[config.mk]
export PLATFORM = sky130hd
export DESIGN_NAME = id_ex_stage
export DESIGN_NICKNAME = d
export VERILOG_FILES = /design/src/rtl/id_ex_stage.sv
export SDC_FILE = /design/constraint.sdc
export NUM_CORES = 1
export LEC_CHECK = 0
export BUFFER_PORTS_ARGS = -buffer_cell sky130_fd_sc_hd__buf_2
export CELL_PAD_IN_SITES_DETAIL_PLACEMENT = 1
export CELL_PAD_IN_SITES_GLOBAL_PLACEMENT = 1
export CORE_AREA = 2 2 135 137
export DETAILED_ROUTE_END_ITERATION = 8
export DIE_AREA = 0 0 137 139
export PLACE_DENSITY_LB_ADDON = 0.1
export SYNTH_ARGS = -nofsm -noshare
export SYNTH_HDL_FRONTEND = slang
export SYNTH_SLANG_ARGS = --single-unit
[constraint.sdc]
create_clock -name clk -period 2.53 [get_ports clk]
set_input_delay 0.253 -clock clk [delete_from_list [all_inputs] [get_ports clk]]
set_output_delay 0.253 -clock clk [all_outputs]
set_load 0.1 [all_outputs]
[src/rtl/id_ex_stage.sv]
// id_ex_stage: ID/EX pipeline register for the five-stage MIPS core.
// Captures decoded control, operands and instruction fields each cycle,
// resolves the destination register (rt/rd/$31) and inserts a bubble on
// flush. With ID_EX_HAZARD_DETECT_EN defined it also detects load-use
// hazards, raises stall and keeps a saturating stall-cycle counter;
// otherwise stall and stall_count are tied to zero.
module id_ex_stage #(
    parameter int DATA_W = 32,
    parameter int CNT_W  = 16
) (
    input  logic              clk,
    input  logic              reset,
    input  logic              id_reg_write,
    input  logic              id_mem_to_reg,
    input  logic              id_mem_read,
    input  logic              id_mem_write,
    input  logic              id_branch,
    input  logic              id_reg_dst,
    input  logic              id_alu_src,
    input  logic              id_j_jump,
    input  logic [3:0]        id_alu_op,
    input  logic [1:0]        id_jump,
    input  logic [4:0]        id_rs,
    input  logic [4:0]        id_rt,
    input  logic [4:0]        id_rd,
    input  logic [4:0]        id_shamt,
    input  logic [DATA_W-1:0] id_rdata1,
    input  logic [DATA_W-1:0] id_rdata2,
    input  logic [DATA_W-1:0] id_imm,
    input  logic [DATA_W-1:0] id_pc_plus4,
    input  logic              flush,
    output logic              ex_reg_write,
    output logic              ex_mem_to_reg,
    output logic              ex_mem_read,
    output logic              ex_mem_write,
    output logic              ex_branch,
    output logic              ex_reg_dst,
    output logic              ex_alu_src,
    output logic              ex_j_jump,
    output logic [3:0]        ex_alu_op,
    output logic [1:0]        ex_jump,
    output logic [4:0]        ex_rs,
    output logic [4:0]        ex_rt,
    output logic [4:0]        ex_rd,
    output logic [4:0]        ex_shamt,
    output logic [DATA_W-1:0] ex_rdata1,
    output logic [DATA_W-1:0] ex_rdata2,
    output logic [DATA_W-1:0] ex_imm,
    output logic [DATA_W-1:0] ex_pc_plus4,
    output logic [4:0]        ex_write_reg,
    output logic              ex_valid,
    output logic              stall,
    output logic [CNT_W-1:0]  stall_count
);

    logic [4:0] dest_reg;

    // Destination: jal links to $31, RegDst=1 selects rt, otherwise rd
    always_comb begin
        dest_reg = id_rd;
        if (id_jump == 2'b11)
            dest_reg = 5'd31;
        else if (id_reg_dst)
            dest_reg = id_rt;
    end

`ifdef ID_EX_HAZARD_DETECT_EN
    logic uses_rt;
    logic hazard;

    // Load in EX whose result is needed by the instruction in ID; $0 never hazards
    always_comb begin
        uses_rt = !id_alu_src || id_mem_write;
        hazard  = ex_valid && ex_mem_read && (ex_write_reg != 5'd0) &&
                  ((ex_write_reg == id_rs) || ((ex_write_reg == id_rt) && uses_rt));
    end

    assign stall = hazard && !flush;

    // Saturating count of load-use stall cycles, cleared only by reset
    always_ff @(posedge clk) begin
        if (reset)
            stall_count <= '0;
        else if (stall && (stall_count != '1))
            stall_count <= stall_count + 1'b1;
    end
`else
    assign stall       = 1'b0;
    assign stall_count = '0;
`endif

    // Pipeline register: reset and bubble share the all-zero state, so
    // reset, flush and stall collapse into one branch ahead of capture
    always_ff @(posedge clk) begin
        if (reset || flush || stall) begin
            ex_reg_write  <= 1'b0;
            ex_mem_to_reg <= 1'b0;
            ex_mem_read   <= 1'b0;
            ex_mem_write  <= 1'b0;
            ex_branch     <= 1'b0;
            ex_reg_dst    <= 1'b0;
            ex_alu_src    <= 1'b0;
            ex_j_jump     <= 1'b0;
            ex_alu_op     <= '0;
            ex_jump       <= '0;
            ex_rs         <= '0;
            ex_rt         <= '0;
            ex_rd         <= '0;
            ex_shamt      <= '0;
            ex_rdata1     <= '0;
            ex_rdata2     <= '0;
            ex_imm        <= '0;
            ex_pc_plus4   <= '0;
            ex_write_reg  <= '0;
            ex_valid      <= 1'b0;
        end else begin
            ex_reg_write  <= id_reg_write;
            ex_mem_to_reg <= id_mem_to_reg;
            ex_mem_read   <= id_mem_read;
            ex_mem_write  <= id_mem_write;
            ex_branch     <= id_branch;
            ex_reg_dst    <= id_reg_dst;
            ex_alu_src    <= id_alu_src;
            ex_j_jump     <= id_j_jump;
            ex_alu_op     <= id_alu_op;
            ex_jump       <= id_jump;
            ex_rs         <= id_rs;
            ex_rt         <= id_rt;
            ex_rd         <= id_rd;
            ex_shamt      <= id_shamt;
            ex_rdata1     <= id_rdata1;
            ex_rdata2     <= id_rdata2;
            ex_imm        <= id_imm;
            ex_pc_plus4   <= id_pc_plus4;
            ex_write_reg  <= dest_reg;
            ex_valid      <= 1'b1;
        end
    end

endmodule

==> results.cfg <==
[global_route]
gr-total-overflow = 0
first_global_vias = 3725
antenna_found_initial = 0
grt_util_all_layers = 0.1443
grt_pass1_wl_mm = 20.40
grt_start_max_net_pins = 83

[placed_design]
gp_congestion = 0.7225
dpl.hpwl_mm = 10.93
dp_slack_ns = 0.7623
place_area_um2 = 6510
portBuffers = 332
placed_cells = 923

[cells_and_area]
fin_util = 0.4027
layout-drive-gt1-share = 0.5034
final-seq-area_um2 = 3363
instances_no_fill = 954
area_growth_pct = 49.91
multiInputGateArea_um2 = 1162
n_fill_cell = 2047
fin_area_um2 = 7111
layout.nets = 878
antennaDiodeCount = 0

[yosys]
seq_area_frac_synth = 0.7090
synth_top_area_frac = 0.7090
synth_cell_type_count = 12
postSynthAreaPerCell_um2 = 12.48
synth_cells = 380
ys_seq_elements = 168
ys_warn_count = 0
yosys.area.top_type = dfxtp_1
syn-cell-area_um2 = 4743
synthTopCellsByArea = dfxtp_1 (71%), and2_1 (21%), buf_4 (2.7%)

[routing]
drc = 0
vias_per_cell = 3.842
drtIter0Drc = 68
drtPass1Iterations = 4
wirelength_mm = 13.90
vias = 3665
wl_per_cell_um = 14.57
ant_nets = 0

[worst_setup_path]
critPathMaxStageDelay_ns = 0.43
cp.arrival_ns = 1.19
crit_path_max_fanout = 1
worst_setup_path_start_kind = register
cp-end-kind = output port
path_buf_inv = 1
crit_family = buffers and inverters
cp.required_ns = 2.28
path_class = register to output port
path_cells = buf_2
slowest_stage = buf_2

[floorplanning]
die_y_um = 139
rows = 49
num_io_pins = 350
dieArea_um2 = 19040
die_w_um = 137
core_um2 = 17660
start_util = 0.2686

[hold_path]
hp-class = input pin to register
worstHoldPathCells = 2
hold_end = ex_imm[1]
holdCritStartpoint = id_imm[1]

[clocking]
ctsHtreeMaxLevel = 4
numCtsBuffers = 17
postCtsSetupBuffers = 0
cts-hold-fix-buffers = 0
root_buffer = clkbuf_16
cts.sinks = 168
cts_tree = built
cts-resized-gates = 0
clockBufferDepth = 2
clk_pin_slew_worst_paths_ns = 0.07

[power_and_ir_drop]
power.density_nw_per_um2 = 938.3
ir_drop_v = 0.0004509
leakage_nw = 3.753

[sta]
slew_headroom = 0.6375
finalSetupViolCount = 0
fin_ws_ns = 1.088
clock.fmax_ghz = 0.6937
tns_ns = 0
rsz0062_at_grt = false
tightest_slew_ns = 0.5475
period_needed_ns = 1.442
finalHoldViolations = 0
fin_crit_sh = 0.5698
final-max-slew-violation-count = 0

[status]
status = finished, final reports clean

[run]
cap_violations = 0
worst max-delay path by stage:
| stage | cells after the start | endpoint | slack, ns | start |
|---|---|---|---|---|
| 3_5_place_dp | 5 | ex_rdata2[20] | 0.76 | flush |
| 3_3_place_gp | 5 | ex_shamt[0] | 0.83 | flush |
| 6_report | 1 | ex_pc_plus4[25] | 1.09 | ex_pc_plus4[25] |
| 5_1_grt | 1 | ex_rdata2[17] | 1.03 | ex_rdata2[17] |
| 2_1_floorplan | 0 | ex_alu_op[0] | 1.37 | ex_alu_op[0] |
| 4_1_cts | 1 | ex_rdata2[17] | 1.03 | ex_rdata2[17] |
synthesized netlist by cell type (all sizes together):
cell	count
clkbuf	8
conb	1
or2	1
nand2	1
buf	28
dfxtp	168
and2	162
mux2i	5
clkinv	1
a21oi	5
where the power goes:
part | total [mW] | leakage [nW] | switching [mW] | internal [mW]
Clock | 2.64 | 0.281 | 1.08 | 1.56
Combinational | 1.26 | 2.09 | 1.04 | 0.215
Sequential | 2.78 | 1.38 | 0.0241 | 2.75
Total | 6.67 | 3.75 | 2.14 | 4.53
logic make-up (layout without fill, tap and decap cells):
logic type	after synthesis	in the layout	share of synthesized area
other	1	17	0.0007906
flip-flops	168	168	0.7090
AO/OA/AOI/OAI	5	5	0.005275
buffers and inverters	37	366	0.05856
AND/OR/NAND/NOR	164	164	0.2158
multiplexers	5	5	0.01055
per-layer routing:
| metal | vias to the layer above | track usage | part of all wire |
|---|---|---|---|
| li1 | 1783 | - | - |
| met4 | 0 | 0.06457 | 0.020 |
| met2 | 222 | 0.2461 | 0.49 |
| met3 | 19 | 0.07968 | 0.14 |
| met5 | - | 0 | 0 |
| met1 | 1641 | 0.1420 | 0.35 |
final cells by class:
class / count / area share
Multi-Input combinational cell: 191 / 0.1635
Inverter: 1 / 0.001232
Sequential cell: 168 / 0.4730
Clock inverter: 13 / 0.02411
Timing Repair Buffer: 334 / 0.2376
Clock buffer: 18 / 0.06036
Tap cell: 229 / 0.04030
stage by stage:
stage | power, mW | hold WS [ns]
after global placement | 4.095 | 0.4516
after floorplan | 3.870 | 0.3747
after detailed placement | 4.103 | 0.4565
final | 6.672 | 0.02881
after CTS | 6.780 | 0.002193
after global routing | 6.946 | 0.001900
cells in the final DEF, fill, tap and decap left out:
| master | Yosys | final |
|---|---|---|
| conb_1 | 1 | 17 |
| bufinv_16 | 0 | 3 |
| buf_2 | 2 | 332 |
| a21oi_1 | 5 | 5 |
| clkinv_4 | 1 | 2 |
| clkinv_2 | 0 | 1 |
| mux2i_1 | 5 | 5 |
| dfxtp_1 | 168 | 168 |
| buf_12 | 0 | 1 |
| nand2_1 | 1 | 1 |
| clkbuf_16 | 0 | 17 |
| and2_1 | 162 | 162 |
| or2_1 | 1 | 1 |
| clkbuf_1 | 8 | 1 |
| buf_4 | 17 | 1 |
| inv_8 | 0 | 1 |
| clkinvlp_4 | 0 | 4 |
| inv_6 | 0 | 3 |
Note: power is estimated with default switching activity, not from simulation.
